$ cat src/rtl/lm32_irq_source.sv
// Interrupt source block: sticky pending bits, mask, software force, and a
// per-line deassert holdoff. Define CFG_IRQ_SOURCE_EDGE_EN for synchronized rising-edge events.
module lm32_irq_source #(
  parameter int INTERRUPTS = 8,
  parameter int HOLDOFF    = 2
) (
  input  logic                  clk_i,
  input  logic                  rst_i,
  input  logic [INTERRUPTS-1:0] event_i,
  input  logic [1:0]            reg_addr_i,
  input  logic                  reg_we_i,
  input  logic                  reg_stb_i,
  input  logic [31:0]           reg_wdata_i,
  output logic [31:0]           reg_rdata_o,
  output logic                  reg_ack_o,
  output logic [INTERRUPTS-1:0] interrupt_n
);

  localparam logic [3:0] HOLDOFF_L = 4'(HOLDOFF);

  typedef enum logic {S_IDLE, S_ACK} state_t;

  state_t                  state_q, state_d;
  logic                    accept;
  logic                    wr;
  logic [INTERRUPTS-1:0]   wmask;
  logic [INTERRUPTS-1:0]   w1c;
  logic [INTERRUPTS-1:0]   w1s;
  logic [INTERRUPTS-1:0]   qual;
  logic [INTERRUPTS-1:0]   rearm;
  logic [INTERRUPTS-1:0]   hold;
  logic [INTERRUPTS-1:0]   pend_q, pend_d;
  logic [INTERRUPTS-1:0]   mask_q, mask_d;
  logic [INTERRUPTS-1:0]   irq_n_q, irq_n_d;
  logic [INTERRUPTS-1:0]   rd_sel;
  logic [31:0]             rd_ext;
  logic [31:0]             rdata_q, rdata_d;
  logic                    ack_q;
  logic                    wdata_unused;

  assign wdata_unused = ^reg_wdata_i;

  always_comb begin
    state_d = state_q;
    accept  = 1'b0;
    case (state_q)
      S_IDLE: begin
        if (reg_stb_i) begin
          accept  = 1'b1;
          state_d = S_ACK;
        end
      end
      S_ACK:   state_d = S_IDLE;
      default: state_d = S_IDLE;
    endcase
  end

`ifdef CFG_IRQ_SOURCE_EDGE_EN
  logic [INTERRUPTS-1:0] sync1_q, sync2_q, prev_q;

  always_ff @(posedge clk_i or negedge rst_i) begin
    if (!rst_i) begin
      sync1_q <= '0;
      sync2_q <= '0;
      prev_q  <= '0;
    end else begin
      sync1_q <= event_i;
      sync2_q <= sync1_q;
      prev_q  <= sync2_q;
    end
  end

  assign qual = sync2_q & ~prev_q;
`else
  assign qual = event_i;
`endif

  always_comb begin
    wr     = accept & reg_we_i;
    wmask  = reg_wdata_i[INTERRUPTS-1:0];
    w1c    = (wr && reg_addr_i == 2'd0) ? wmask : '0;
    w1s    = (wr && reg_addr_i == 2'd2) ? wmask : '0;
    mask_d = (wr && reg_addr_i == 2'd1) ? wmask : mask_q;
    // A concurrent event wins over the clear, so the bit can never be lost.
    pend_d = (pend_q & ~w1c) | w1s | qual;
    // Any clear of a set bit restarts holdoff, even when a new event keeps it
    // pending; the CPU then sees a fresh deassert/assert on the pin.
    rearm  = pend_q & w1c;
    irq_n_d = ~(pend_q & mask_q & ~hold);
  end

  always_comb begin
    rd_sel = '0;
    case (reg_addr_i)
      2'd0:    rd_sel = pend_q;
      2'd1:    rd_sel = mask_q;
      2'd2:    rd_sel = '0;
      2'd3:    rd_sel = pend_q & mask_q;
      default: rd_sel = '0;
    endcase
    rd_ext = '0;
    rd_ext[INTERRUPTS-1:0] = rd_sel;
    rdata_d = accept ? rd_ext : '0;
  end

  for (genvar gi = 0; gi < INTERRUPTS; gi++) begin : g_hold
    logic [3:0] cnt_q;

    always_ff @(posedge clk_i or negedge rst_i) begin
      if (!rst_i) begin
        cnt_q <= '0;
      end else if (rearm[gi]) begin
        cnt_q <= HOLDOFF_L;
      end else if (cnt_q != 4'd0) begin
        cnt_q <= cnt_q - 4'd1;
      end
    end

    assign hold[gi] = (cnt_q != 4'd0);
  end

  always_ff @(posedge clk_i or negedge rst_i) begin
    if (!rst_i) begin
      state_q <= S_IDLE;
      pend_q  <= '0;
      mask_q  <= '0;
      irq_n_q <= '1;
      rdata_q <= '0;
      ack_q   <= 1'b0;
    end else begin
      state_q <= state_d;
      pend_q  <= pend_d;
      mask_q  <= mask_d;
      irq_n_q <= irq_n_d;
      rdata_q <= rdata_d;
      ack_q   <= accept;
    end
  end

  assign reg_rdata_o = rdata_q;
  assign reg_ack_o   = ack_q;
  assign interrupt_n = irq_n_q;

endmodule

$ cat config.mk
export PLATFORM = sky130hd
export DESIGN_NAME = lm32_irq_source
export DESIGN_NICKNAME = d
export VERILOG_FILES = /design/src/rtl/lm32_irq_source.sv
export SDC_FILE = /design/constraint.sdc
export NUM_CORES = 1
export LEC_CHECK = 0
export ABC_CLOCK_PERIOD_IN_PS = 3350
export BUFFER_PORTS_ARGS = -buffer_cell sky130_fd_sc_hd__buf_2
export CORE_ASPECT_RATIO = 0.8
export CORE_MARGIN = 5
export CORE_UTILIZATION = 44
export CTS_CLUSTER_SIZE = 12
export DETAILED_ROUTE_END_ITERATION = 6
export GPL_TIMING_DRIVEN = 0
export HOLD_SLACK_MARGIN = 0.02
export PLACE_DENSITY = 0.68
export SYNTH_ARGS = -nofsm -noshare
export SYNTH_HDL_FRONTEND = slang
export SYNTH_SLANG_ARGS = --single-unit
$ cat constraint.sdc
create_clock -name clk_i -period 3.35 [get_ports clk_i]
set_input_delay 0.1675 -clock clk_i [delete_from_list [all_inputs] [get_ports clk_i]]
set_output_delay 0.1675 -clock clk_i [all_outputs]
set_load 0.005 [all_outputs]
==> After elaboration in Yosys (flattened, before gate mapping) <==
Index checks and enable logic that the tools add are counted.
{ "op_classes": {"add_sub_neg": 8, "multipliers": 0, "div": 0, "magnitude_cmp": 0, "n_eq_ne": 3, "shifts": 0, "mux": 23, "bitwise": 11, "reduce_logical": 20} }
{ "ops": {"columns": ["cell", "count"], "rows": [
  ["$mux W4", 16],
  ["$and A8 B8 Y8", 4],
  ["$pmux W8 S4", 1],
  ["$reduce_bool A4 Y1", 8],
  ["$sub A4 B1 Y4 const B", 8],
  ["$mux W8", 3],
  ["$not A8 Y8", 3],
  ["$or A8 B8 Y8", 2],
  ["$reduce_bool A2 Y1", 8],
  ["$eq A2 B2 Y1 const B", 2],
  ["$logic_and A1 B1 Y1", 3],
  ["$eq A2 B1 Y1 const B", 1],
  ["$logic_not A2 Y1", 1],
  ["$mux W1", 2],
  ["$pmux W1 S2", 1],
  ["$and A1 B1 Y1", 1],
  ["$not A1 Y1", 1]
]} }
{ "word_totals": {"register_bits": 66, "latchBits": 0, "ramBits": 0, "mem_bits_ro": 0, "inputBits": 46, "out_inout_bits": 41, "elab_cells": 79, "n_memories": 0} }

==> Depth between registers and ports, before layout <==
Gate-level depths: netlist (run 1).
{ "logic_depth": {"depth_word": 9, "ltp_mapped": 5, "mapped_depth_nobuf": 5} }

==> Worst setup path after synthesis (run 1) <==
No wires, ideal clock.
{ "synth_path": {"kind": "flip-flop to flip-flop", "startpoint": "register g_hold[1].cnt_q[0]", "endpoint": "register g_hold[1].cnt_q[1]", "setup_ps": 120, "arrival_ps": 1375, "t_required_ps": 3230, "setup_slack_ps": 1855, "stages_incl_launch_ff": 6, "n_path_buf": 0, "period_less_slack_ps": 1495, "path_cell_list": "dfrtp_1 inv_1 ha_1 nor3b_1 mux2i_1 a31o_2"} }
{ "synth_between": {"elab_chain_len": 3, "elab_cells_between_ends": 5, "classes_between": "1 x add/sub; 2 x mux; 2 x reduce/logical"} }
{ "synth_rtl": {"columns": ["item", "line", "text"], "rows": [
  ["from (decl)", "107", "logic [3:0] cnt_q;"],
  ["from (signal assigned)", "115", "cnt_q <= cnt_q - 4'd1;"],
  ["$sub A4 B1 Y4", "115", null],
  ["$mux W4", "114", "end else if (cnt_q != 4'd0) begin"],
  ["$mux W4", "112", "end else if (rearm[gi]) begin"]
]} }
Parallel ways exist; a longest one is shown, timed or not. The select of a mux whose other input is x is not followed.
A chain may end at the register's enable or synchronous reset.

==> impl_results.md, run 1 <==
- IO Count: 87
- Die Span Y: approximately 90 um
- CTS tree: built
- First-pass GRT wire length: 10.97 mm
- Worst-margin pin slew: 0.8027 ns
- Grt met2 use: 0.2263
- Distinct cell type count after synthesis: 33
- Register bit total from synthesis: 65
- Final WL: 6.583 mm
- DR WL/cell: ~14 um
- Post-synth EDFFs: 0
- Setup Skew: 0.008693 ns
- Worst setup EP type: register
- Post-DP HPWL: ~4.5 mm
- # diodes: 0
- Final Hold Viols: 0
- Final period util: 0.5169
- VDD IR max: 0.3429 mV
- Min-delay src: event_i[7]
- Crit path cell chain: nor4bb_1, buf_2, and2b_1, buf_2, a31oi_1
- DRC: 0
- Commonest cells in the netlist: 57 x dfrtp_1, 24 x buf_4, 19 x nand3_1, 18 x mux2i_1
- Cts hold-fix bufs: 6
- Mapped cell area: 0.003346 mm2
- Seq pwr share: 0.424
- Syn-to-layout area delta: 19.30%
- Largest cells by area after synthesis: dfrtp_1 43%, dfstp_2 6.3%, ha_1 6.0%, mux2i_1 5.4%, buf_4 5.4%
- Slew Viols, Final: 0
- Class of the most critical setup path: register to register
- Slowest CP cell: dfrtp_1
- Combinational power share: 0.364
- Max_cap viols: 0
- Seq/Total Area, Yosys: 0.4892
- Fin cells: 484
- Setup ws final: ~1.6 ns
- Largest area contributor in the netlist: dfrtp_1
- Worst slew margin: 0.4649
- Die width: between 100 and 150 um
- Leakage: 1.831 nW
- Pin count of the biggest net entering global routing: 66
- CP dominant cell by count: buf_2
- Initial DRT Pass Iterations: 5
- Clock transition at path regs: 0.07 ns
- DIE AREA: about 0.0095 mm2
- Grt total ovfl: 0
- Crit path max-delay family: buffers and inverters
- Post-synth ARST share: 1.000
- H-tree Lvls: 3
- Power per cell area: 733.4 mW/mm2
- Root buf cell: clkbuf_8
- GRT Max-Usage Layer: met2
- Drt via density: 4.758
- Layout cells sized above 1: 0.2744
- Internal power: about 0.0020 W
- NumNets Final: 436
- TritonCTS Buffers: 9
- Via Count: 2303
- CP Launch Point: reg_ack_o
- Final Setup Violations: 0
- Worst EP required: 3.56 ns
- Switching share of power: 0.3220
- Fmax: 577.5 MHz
- Reg-to-Reg Start: reg_ack_o
- Met3 GRT Util: 0.05232
- Setup TNS: 0 ns
- Placed insts: between 400 and 500
- M1 GR Usage: 0.2073
- Gp weighted congestion: 0.7456
- 1st-iter DRT viols: 109
- CORE AREA: 0.007392 mm2
- Number of port buffers: 37
- Synth top area share: 0.4263
- Tot Pwr: about 0.0029 W
- Max incr delay on CP: 0.39 ns
- Worst-path fanout max: 10
- Count leader, synth: dfrtp_1
- Synth Warn #: 0
- Crit start category: register
- Routed Antenna Nets: 0
- Status: finished clean
- NetSw: 0.0009426 W
- Worst Path Buf+Inv: 2
- Setup WS pre-CTS: 1.595 ns
- Post-CTS Resized: 0
- Initial Utilization: 0.4526
- RSZ-0062 raised after global routing: no
- Clk_lat worst skew: 0.34 ns
- CTS max path bufs: 2
- Crit path time final: between 1.5 and 2 ns
- FP Rows: 28
- WP data arrival: 1.94 ns
- Post-CTS setup buffer count: 0
- Avg Cell Area, Syn: 11.27 um2
- Top_reg_cell synth: dfrtp_1
- Hold Crit Class: input pin to register
- Initial antenna violation count: 0
- Clock power frac: 0.212
- CTS Sinks: 65
- Total global-route track usage: 0.1508
- Post-Synthesis Cells: about 300
- Vias in the first global route: about 2300
[cells in the final DEF, fill, tap and decap left out, types with 5 or more instances in the layout]
| master | count |
|---|---|
| ha_1 | 16 |
| clkbuf_8 | 9 |
| a31o_2 | 5 |
| mux2i_1 | 18 |
| dfrtp_1 | 57 |
| nor3_1 | 8 |
| o21ai_0 | 8 |
| nor3b_1 | 7 |
| a311oi_1 | 8 |
| buf_4 | 25 |
| mux2_2 | 8 |
| and2_1 | 11 |
| inv_1 | 16 |
| xnor2_1 | 16 |
| clkbuf_1 | 10 |
| nor2b_1 | 5 |
| dfstp_2 | 8 |
| nand3_1 | 19 |
| conb_1 | 24 |
| buf_2 | 41 |
| nor2_1 | 5 |
| dlygate4sd3_1 | 6 |
| a31oi_1 | 10 |
| nand2_1 | 7 |
| a221o_1 | 8 |
[through the flow]
step	instance area (um2)	hold WS, ns	util
after floorplan	3432	-0.1281	-
after global placement	3749	0.3665	0.5071
after detailed placement	3751	0.3183	0.5074
after CTS	3991	0.02389	0.5399
after global routing	3991	0.02304	0.5399
final	3991	0.03782	0.5399
[cell type report]
class / count / area [um2]
clock buffer: 12 / 135.1
multi-input combinational: 201 / 1481
inverter: 16 / 60.06
buffer: 38 / 254.0
clock inverter: 4 / 45.04
fill: 662 / 3401
timing repair buffer: 43 / 247.7
tap: 105 / 131.4
sequential: 65 / 1637
[per-layer routing]
layer,share of wire,wire length (um)
met5,0,0
met4,0.0065,43
met3,0.048,315
met2,0.46,3041
met1,0.48,3182
[power by group through the flow]
stage | clock network, W | logic (W) | registers, W
floorplan | 0 | 0.000867 | 0.00122
global placement | 0 | 0.00101 | 0.00125
detailed placement | 0 | 0.00107 | 0.00125
CTS | 0.000644 | 0.00107 | 0.00124
global route | 0.000688 | 0.00121 | 0.00128
finish | 0.000622 | 0.00106 | 0.00124
[cells by family (layout without fill, tap and decap cells)]
family | Yosys count | in the layout | share of synthesized area
mux | 26 | 26 | 0.08078
fa+ha+maj | 16 | 16 | 0.05983
flops | 65 | 65 | 0.4892
buf+inv | 54 | 113 | 0.09387
compound gates | 42 | 42 | 0.09536
simple gates | 74 | 74 | 0.1301
xor+xnor | 19 | 19 | 0.04974
other cells | 1 | 24 | 0.001121
[state kept, by name, indices dropped and copies added, names as in the netlist]
signal        cells
reg_rdata_o       8
interrupt_n       8
g_hold.cnt_q     32
pend_q            8
reg_ack_o         1
mask_q            8
[final timing paths]
kind	end	slack, ns	cells past startpoint
hold / removal	pend_q[7]	0.04	2
setup reg to reg	g_hold[6].cnt_q[0]	1.62	5
min in group asynchronous	g_hold[4].cnt_q[3]	0.46	2
max in group asynchronous	g_hold[6].cnt_q[3]	2.37	2
setup / recovery	g_hold[6].cnt_q[0]	1.62	5
hold reg to reg	interrupt_n[2]	0.48	1
(Power assumes the default switching activity.)
==> run 2: changes to the inputs <==
ABC_CLOCK_PERIOD_IN_PS = 1780   (was 3350)
clock period = 1.78 ns   (was 3.35 ns; I/O delays follow)
==> impl_results.md, run 2 (synthesis gave the netlist of run 1 again) <==
- Die width: 107.5 um (unchanged)
- Via Count: 2330 (+1.2%)
- TritonCTS Buffers: 9 (unchanged)
- Reg-to-Reg Start: reg_ack_o
- Initial antenna violation count: 0 (unchanged)
- Worst EP required: 1.99 ns (-1.57 ns)
- Commonest non-fill, non-tap cells in the layout: 57 x dfrtp_1, 40 x buf_2, 26 x buf_4, 24 x conb_1, 19 x nand3_1
- Cell area after layout: 0.004115 mm2 (+3.1%)
- CTS tree: built
- R2r setup slk: 0.11 ns (-1.51 ns)
- Total global-route track usage: 0.1522 (+0.001421)
- Setup TNS: 0 ns (unchanged)
- Hold path depth: 2 (unchanged)
- Gp weighted congestion: 0.7456 (unchanged)
- Final Hold Viols: 0 (unchanged)
- Syn-to-layout area delta: 23.00%
- Clock transition at path regs: 0.07 ns (about the same)
- Critical R2R Capture: g_hold[6].cnt_q[0]
- CTS max path bufs: 2 (unchanged)
- Class of the most critical setup path: register to register
- Routed Antenna Nets: 0 (unchanged)
- Post-CTS setup buffer count: 0 (unchanged)
- Tot Pwr: 0.005582 W (+91%)
- # diodes: 0 (unchanged)
- Min-delay src: reg_wdata_i[1]
- Worst-margin pin slew: 0.8002 ns (-0.002479 ns)
- Worst setup EP type: register
- 1st-iter DRT viols: 115 (+5.5%)
- DRC: 0 (unchanged)
- First-pass GRT wire length: 11.11 mm (+1.3%)
- Clk_lat worst skew: 0.34 ns (about the same)
- FF-to-FF path depth: 5 (unchanged)
- Placed insts: 462 (unchanged)
- Initial DRT Pass Iterations: 4 (-1)
- Final Setup Violations: 0 (unchanged)
- Pin count of the biggest net entering global routing: 66 (unchanged)
- IO Count: 87 (unchanged)
- Crit start category: register
- CORE AREA: 0.007392 mm2 (unchanged)
- Fmax: 598.5 MHz (+3.6%)
- Status: finished clean
- Die Span Y: 88.00 um (unchanged)
- Worst slew margin: 0.4665 (+0.001653)
- H-tree Lvls: 3 (unchanged)
- Hold Crit Class: input pin to register
- Slew Viols, Final: 0 (unchanged)
- Most common cell after layout, fill and taps aside: dfrtp_1
- CTS Sinks: 65 (unchanged)
- Setup Skew: 0.008565 ns (-0.0001284 ns)
- Root buf cell: clkbuf_8
- NumNets Final: 445 (+2.1%)
- Grt total ovfl: 0 (unchanged)
- Max FFs per register: 32 (unchanged)
- FP Rows: 28 (unchanged)
- Post-DP HPWL: 4.539 mm (unchanged)
- Worst Hold Slack: 0.04337 ns (+0.005556 ns)
- WP data arrival: 1.88 ns (-0.06 ns)
- Fin cells: 493 (+1.9%)
- Final period util: 0.9386 (+0.4217)
- DR WL/cell: 13.77 um (+1.2%)
- Biggest register: g_hold.cnt_q
- RSZ-0062 raised after global routing: no
- Hold Path End: g_hold[1].cnt_q[2]
- Number of port buffers: 37 (unchanged)
- Final WL: 6.788 mm (+3.1%)
- Leakage: 1.879 nW (+2.6%)
- Initial Utilization: 0.4526 (unchanged)
- Vias in the first global route: 2293 (+1.4%)
- Worst-path fanout max: 10 (unchanged)
- DIE AREA: 0.009459 mm2 (unchanged)
- Crit path time final: 1.671 ns (-0.06082 ns)
- VDD IR max: 0.6500 mV (+90%)
- Drt via density: 4.726 (-0.67%)
- Max_cap viols: 0 (unchanged)
- Power per cell area: 1356 mW/mm2 (+85%)
- Dpl cell area: 0.003751 mm2 (unchanged)
- Layout cells sized above 1: 0.2835 (+0.009099)
[run 2: timing repair]
action | 4_1_cts | 5_1_grt
endpoints found under the hold margin | 74 | 0
setup endpoints to repair | 0 | 15
resized for setup | 0 | 7
hold buffers | 15 | 0
[run 2: final cells by class]
cell class,count,area [um2]
timing repair buffer,52,337.8
multi-input combinational,201,1513
sequential,65,1637
fill,652,3277
inverter,16,60.06
tap,105,131.4
buffer,38,256.5
clock buffer,12,135.1
clock inverter,4,45.04
[run 2: worst max-delay path by stage]
stage / from / to / slack (ns) / depth (start not counted)
floorplan: g_hold[1].cnt_q[0] / g_hold[1].cnt_q[1] / 0.29 / 5
global placement: reg_ack_o / g_hold[3].cnt_q[0] / 0.07 / 5
detailed placement: reg_ack_o / g_hold[6].cnt_q[0] / 0.02 / 5
CTS: reg_ack_o / g_hold[6].cnt_q[0] / 0.03 / 5
global route: reg_ack_o / g_hold[6].cnt_q[0] / 0.02 / 5
finish: reg_ack_o / g_hold[6].cnt_q[0] / 0.11 / 5
[run 2: power by group]
group	internal [W]	total [W]	switching, W
clock	0.000641	0.00117	0.000533
sequential	0.00200	0.00236	0.000369
combinational	0.00113	0.00204	0.000914
[run 2: critical path, stage by stage, from the launching register on]
cell and delay [ns]:
dfrtp_1 0.40, nor4bb_2 0.35, buf_4 0.22, and2b_1 0.16, buf_2 0.27, a31oi_1 0.14
[run 2: per-layer routing]
metal / share of wire / vias up / global-route usage
li1: - / 1172 / -
met4: 0.0047 / 0 / 0.04587
met2: 0.47 / 41 / 0.2308
met1: 0.48 / 1113 / 0.2082
met5: 0 / - / 0
met3: 0.044 / 4 / 0.05158
[run 2: per-stage QoR]
stage	util	setup slack (ns)
4_1_cts	0.5521	0.02994
2_1_floorplan	-	0.2853
3_3_place_gp	0.5071	0.07444
6_report	0.5567	0.1093
3_5_place_dp	0.5074	0.02456
5_1_grt	0.5567	0.01554
